**config.mk**
```make
export PLATFORM = sky130hd
export DESIGN_NAME = upower_fetch_unit
export DESIGN_NICKNAME = d
export VERILOG_FILES = /design/src/rtl/upower_pkg.sv /design/src/rtl/fetch_skid_buffer.sv /design/src/rtl/upower_fetch_unit.sv
export SDC_FILE = /design/constraint.sdc
export NUM_CORES = 1
export LEC_CHECK = 0
export CAP_MARGIN = 20
export CORE_ASPECT_RATIO = 0.6
export CORE_MARGIN = 2
export CORE_UTILIZATION = 35
export DETAILED_ROUTE_END_ITERATION = 16
export GPL_TIMING_DRIVEN = 0
export PLACE_DENSITY = 0.56
export SYNTH_ARGS = -nofsm -noshare
export SYNTH_HDL_FRONTEND = slang
export SYNTH_SLANG_ARGS = --single-unit
```
**constraint.sdc**
```tcl
create_clock -name clock -period 8.4 [get_ports clock]
set_input_delay 1.68 -clock clock [delete_from_list [all_inputs] [get_ports clock]]
set_output_delay 1.68 -clock clock [all_outputs]
set_load 0.02 [all_outputs]
```
**src/rtl/upower_pkg.sv**
```systemverilog
// Shared types and widths for the uPOWER instruction fetch front-end.
package upower_pkg;

    localparam int INST_W = 32;
    localparam int PC_W   = 32;

    typedef enum logic [1:0] {
        RUN    = 2'd0,
        DRAIN  = 2'd1,
        HALTED = 2'd2
    } fetch_state_t;

    typedef struct packed {
        logic [INST_W-1:0] inst;
        logic [PC_W-1:0]   pc;
    } fetch_entry_t;

endpackage

```
**src/rtl/fetch_skid_buffer.sv**
```systemverilog
// Two-entry FIFO of {inst, pc} pairs; entry0 is always the head.
import upower_pkg::*;

module fetch_skid_buffer (
    input  logic         clock,
    input  logic         reset_n,
    input  logic         push,
    input  logic         pop,
    input  logic         flush,
    input  fetch_entry_t din,
    output fetch_entry_t head,
    output logic [1:0]   count
);

    fetch_entry_t entry0;
    fetch_entry_t entry1;

    assign head = entry0;

    always_ff @(posedge clock or negedge reset_n) begin
        if (!reset_n) begin
            entry0 <= '0;
            entry1 <= '0;
            count  <= 2'd0;
        end else if (flush) begin
            count <= 2'd0;
        end else begin
            case ({push, pop})
                2'b10: begin
                    if (count == 2'd0) entry0 <= din;
                    else               entry1 <= din;
                    if (count != 2'd2) count <= count + 2'd1;
                end
                2'b01: begin
                    if (count != 2'd0) begin
                        entry0 <= entry1;
                        count  <= count - 2'd1;
                    end
                end
                2'b11: begin
                    // A pop on an empty buffer is meaningless, so treat it as a plain push
                    if (count == 2'd0) begin
                        entry0 <= din;
                        count  <= 2'd1;
                    end else if (count == 2'd1) begin
                        entry0 <= din;
                    end else begin
                        entry0 <= entry1;
                        entry1 <= din;
                    end
                end
                default: ;
            endcase
        end
    end

endmodule

```
**src/rtl/upower_fetch_unit.sv**
```systemverilog
// Fetch front-end: PC, instruction-memory requests, skid buffering toward decode.
// RUN: fetching | DRAIN: halt pending, delivering buffered words | HALTED: idle until redirect
import upower_pkg::*;

module upower_fetch_unit #(
    parameter int          IMEM_AW  = 6,
    parameter logic [31:0] RESET_PC = 32'h0000_0000
) (
    input  logic               clock,
    input  logic               reset_n,
    output logic               imem_en,
    output logic [IMEM_AW-1:0] imem_addr,
    input  logic [31:0]        imem_rdata,
    input  logic               redirect_valid,
    input  logic [31:0]        redirect_pc,
    input  logic               halt_req,
    output logic               inst_valid,
    input  logic               inst_ready,
    output logic [31:0]        inst,
    output logic [31:0]        inst_pc,
    output logic               halted
);

    fetch_state_t      state;
    fetch_state_t      state_next;
    logic [PC_W-1:0]   pc;
    logic [PC_W-1:0]   rsp_pc;
    logic              inflight;
    logic              rsp_live;
    logic              buf_empty;
    logic              buf_push;
    logic              buf_pop;
    logic              accept;
    logic              issue;
    logic [2:0]        level;
    logic [1:0]        buf_count;
    fetch_entry_t      buf_head;
    fetch_entry_t      rsp_entry;

    // A response returning in a redirect cycle belongs to the old path and is dropped
    assign rsp_live  = inflight && !redirect_valid;
    assign buf_empty = (buf_count == 2'd0);
    assign rsp_entry = '{inst: imem_rdata, pc: rsp_pc};

    assign inst_valid = !redirect_valid && (!buf_empty || inflight);
    assign inst       = (buf_empty && inflight) ? imem_rdata : buf_head.inst;
    assign inst_pc    = (buf_empty && inflight) ? rsp_pc     : buf_head.pc;

    assign accept   = inst_valid && inst_ready;
    assign buf_pop  = accept && !buf_empty;
    assign buf_push = rsp_live && !(accept && buf_empty);

    // Words held after this edge plus the one returning; a new fetch must fit in two slots
    assign level = {1'b0, buf_count} + {2'b00, inflight} - {2'b00, buf_pop};
    assign issue = reset_n && (state == RUN) && !halt_req && !redirect_valid && (level < 3'd2);

    assign imem_en   = issue;
    assign imem_addr = pc[IMEM_AW+1:2];
    assign halted    = (state == HALTED);

    fetch_skid_buffer u_skid (
        .clock   (clock),
        .reset_n (reset_n),
        .push    (buf_push),
        .pop     (buf_pop),
        .flush   (redirect_valid),
        .din     (rsp_entry),
        .head    (buf_head),
        .count   (buf_count)
    );

    always_comb begin
        state_next = state;
        if (redirect_valid) begin
            state_next = halt_req ? DRAIN : RUN;
        end else begin
            case (state)
                RUN:     if (halt_req) state_next = DRAIN;
                DRAIN: begin
                    if (!halt_req)                   state_next = RUN;
                    else if (!inflight && buf_empty) state_next = HALTED;
                end
                HALTED:  state_next = HALTED;
                default: state_next = RUN;
            endcase
        end
    end

    always_ff @(posedge clock or negedge reset_n) begin
        if (!reset_n) begin
            state    <= RUN;
            pc       <= RESET_PC;
            inflight <= 1'b0;
            rsp_pc   <= '0;
        end else begin
            state    <= state_next;
            inflight <= issue;
            if (issue) rsp_pc <= pc;
            if (redirect_valid) pc <= redirect_pc & 32'hFFFF_FFFC;
            else if (issue)     pc <= pc + 32'd4;
        end
    end

endmodule

```
==> metrics.md, run 1 <==
| Metric | Value |
|---|---|
| Area occupied by multi-input gates | `roughly 4200 µm²` |
| Cell family with most CP delay | `buffers and inverters` |
| Overall Global Routing Usage | `0.1816` |
| Vias in the first global route | `roughly 6700` |
| Syn Inst Count | `between 800 and 900` |
| Pins over their slew limit | `0` |
| Register area | `roughly 4800 µm²` |
| Clock tree buffer depth | `2` |
| CP startpoint kind | `primary input` |
| ANT cells | `0` |
| Final HPWL DP | `17710 µm` |
| RSZ-0062 raised after global routing | `false` |
| CP endpoint kind | `output pin` |
| Netlist cell types | `55` |
| # setup viols final | `0` |
| Crit Path Max Fanout | `11` |
| Layout cells sized above 1 | `0.1872` |
| Global placement routability congestion | `about 0.83` |
| Ys async rst share | `1.000` |
| Area of the mapped netlist | `between 9000 and 10000 µm²` |
| Initial DRT Pass Iterations | `5` |
| Layout filler cell count | `about 2500` |
| Final Skew | `~0.0085 ns` |
| Synthesized flop and latch total | `190` |
| Iter 0 DRT Violations | `between 400 and 500` |
| Fin crit share | `0.8290` |
| Vias per cell | `between 4 and 5` |
| Share of the synthesized area in the top cell type | `0.5130` |
| Clock latency on the worst-skew pair | `~0.44 ns` |
| Bufs and invs on worst path | `5` |
| Top Ports | `142` |
| Syn nets | `933` |
| CTS Buf Count | `17` |
| CP max stage delay | `around 0.65 ns` |
| Worst EP required | `between 6 and 7 ns` |
| Global-route wire length before repair | `38870 µm` |
| Final wirelength | `about 25000 µm` |
| Register area share after synthesis | `0.5130` |
| Initial antenna violation count | `0` |
| Setup repair bufs after CTS | `0` |
| Slew @ Worst Pin | `around 0.87 ns` |
| Slew margin rel. | `0.4150` |
| # hold bufs at CTS | `0` |
| Worst Slack Setup Final | `1.436 ns` |
| P_leak | `~5.5 nW` |
| Peak supply drop | `between 100 and 150 µV` |
| Slowest CP cell | `clkdlybuf4s50_1` |
| Critical path cell sequence | `clkdlybuf4s50_1 > nand2b_1 > nor2_1 > ha_1 > nand2b_1 > fa_1 > xnor2_1 > nand4_1 > inv_2 > buf_2 > buf_2 > clkdlybuf4s50_1` |
| Max Cap Viol | `0` |
| Final Hold Viols | `0` |
| Post-route DRC | `0` |
| Placed cell count | `about 1400` |
| Vias after detailed routing | `6883` |
| Post-CTS resize count | `0` |
| Primary FF master, synth | `dfrtp_1` |
| Top cells by count, synth | `dfrtp_1, mux2_2, nand2_1` |
| Hold Startpoint | `u_skid.entry1[2]` |
| Average instance area after synthesis | `10.80 µm²` |
| Synth area leaders | `dfrtp_1, mux2_2, mux2i_1` |
| Hold slack | `between 0.4 and 0.5 ns` |
| Largest area contributor in the netlist | `dfrtp_1` |
| Arr. time, crit path | `5.28 ns` |
| Fmax | `between 100 and 150 MHz` |
| Row count | `46` |
| Root buffer selected by CTS | `clkbuf_16` |
| Most frequent cell after synthesis | `dfrtp_1` |
| Initial Utilization | `0.3531` |
| Die span in x | `between 200 and 250 µm` |
| Syn. warnings | `0` |
| Port Buffer Count | `between 100 and 150` |
| Max H-tree Level | `4` |
| Routed Antenna Nets | `0` |
| Worst slack, placed | `between 1 and 1.5 ns` |
| Worst-path clk slew | `around 0.070 ns` |
| FF-to-FF Start | `u_skid.count[1]` |
| Die height | `130.0 µm` |
| Crit path from | `inst_ready` |
| Sink Count | `between 150 and 200` |
| Outcome | `finished clean` |
| CTS tree | `done` |
| Hold WC Path Type | `reg2reg` |
| Grt ovf | `0` |
| WL per Instance | `between 15 and 20 µm` |
| Finished Layout Cells | `roughly 1400` |
| Die ar. | `roughly 28000 µm²` |
| Core area | `around 26000 µm²` |
| WS Path Type | `in2out` |
| P&R area growth vs syn | `26.72%` |
| Final Critical Period | `slightly below 7 ns` |
| Pwr dens | `~320 nW/µm²` |
| Largest net degree at the start of global routing | `110` |
| EDFF count, synth | `0` |
| Nets | `1093` |
-- flip-flops by register name, indices dropped and copies added (netlist names) --
name           flops
state              2
pc                30
inflight           1
u_skid.count       2
u_skid.entry1     62
rsp_pc            30
u_skid.head       63
-- stage by stage --
step / TNS (ns) / cell area, µm² / power [mW] / utilization
2_1_floorplan: 0 / 9268 / 2.297 / -
3_3_place_gp: -756.60 / 11110 / 2.880 / 0.4233
3_5_place_dp: 0 / 11140 / 2.903 / 0.4245
4_1_cts: 0 / 11740 / 3.757 / 0.4472
5_1_grt: 0 / 11740 / 3.949 / 0.4475
6_report: 0 / 11740 / 3.715 / 0.4475
-- power by group --
part / leakage [nW] / internal [mW] / total, mW / switching [mW]
clock: 0.294 / 0.453 / 0.834 / 0.380
sequential: 2.36 / 1.25 / 1.47 / 0.217
combinational: 2.85 / 0.714 / 1.41 / 0.699
total: 5.50 / 2.42 / 3.72 / 1.30
-- cell usage in the layout, fill, tap and decap left out, drive strengths merged, types with 9 or more instances in the layout --
cell type	netlist	final
clkdlybuf4s50	0	138
o21ai	29	29
nand2	114	114
nand4	14	14
dfrtp	190	190
mux2i	62	62
clkbuf	27	45
buf	37	40
inv	10	16
mux2	125	125
nor2	71	71
a21oi	70	70
nand3	15	15
o311ai	9	9
nor2b	10	10
-- worst reg2reg max path: stages, from the launching register on --
cell and delay (ns):
dfrtp_1 0.47, inv_1 0.15, ha_1 0.20, clkbuf_1 0.17
nand2b_1 0.22, nor2_1 0.21, ha_1 0.27, nand2b_1 0.15
fa_1 0.38, xnor2_1 0.13, nand4_1 0.24, inv_2 0.10
nor2_1 0.28, clkbuf_1 0.51, o21ai_0 0.17, o311ai_0 0.12
-- final timing paths --
check                      slack, ns  cells after the start               end
max                             1.44                     12           imem_en
min                             0.49                      1  u_skid.entry1[2]
max reg2reg                     4.51                     15            pc[12]
min reg2reg                     0.49                      1  u_skid.entry1[2]
max in group asynchronous       6.21                      2        rsp_pc[31]
min in group asynchronous       1.22                      1   u_skid.head[38]
-- final cells by class --
type / count / area share
flip-flops and latches: 190 / 0.4049
multi-input cells: 594 / 0.3537
repair buffers: 141 / 0.1219
well taps: 360 / 0.03835
clock buffers: 18 / 0.03740
plain buffers: 64 / 0.02738
clock inverters: 14 / 0.01321
inverters: 10 / 0.003196
-- logic make-up (layout without fill, tap and decap cells) --
group | after synthesis | count (layout) | share of synthesized area
buffers and inverters | 74 | 247 | 0.03875
AOI/OAI and AO/OA | 130 | 130 | 0.08087
DFF | 190 | 190 | 0.5130
and+or+nand+nor | 260 | 260 | 0.1292
xor gates and xnor gates | 11 | 11 | 0.01040
adders and majority gates | 6 | 6 | 0.008911
muxes | 187 | 187 | 0.2188
-- layer usage --
layer | vias up | track usage | wire length (µm)
li1 | 3319 | - | -
met1 | 3403 | 0.2818 | 13240
met2 | 149 | 0.2569 | 10170
met3 | 12 | 0.04033 | 1160
met4 | 0 | 0.03676 | 180
met5 | - | 0 | 0
Note: power is estimated with default switching activity, not from simulation.
==> inputs of run 2 (changes only) <==
clock period = 7.3 ns   (was 8.4 ns; I/O delays follow)
==> results of run 2 <==
The final DEF is identical to that of run 1. Status: finished clean.
Main changes from that run: setup slack after placement 1.449 ns -> 0.7885 ns; setup slack after layout 1.436 ns -> 0.7763 ns; register-to-register setup slack 4.51 ns -> 3.41 ns; total power 3.715 mW -> 4.275 mW; worst IR drop on VDD 145.5 µV -> 167.4 µV
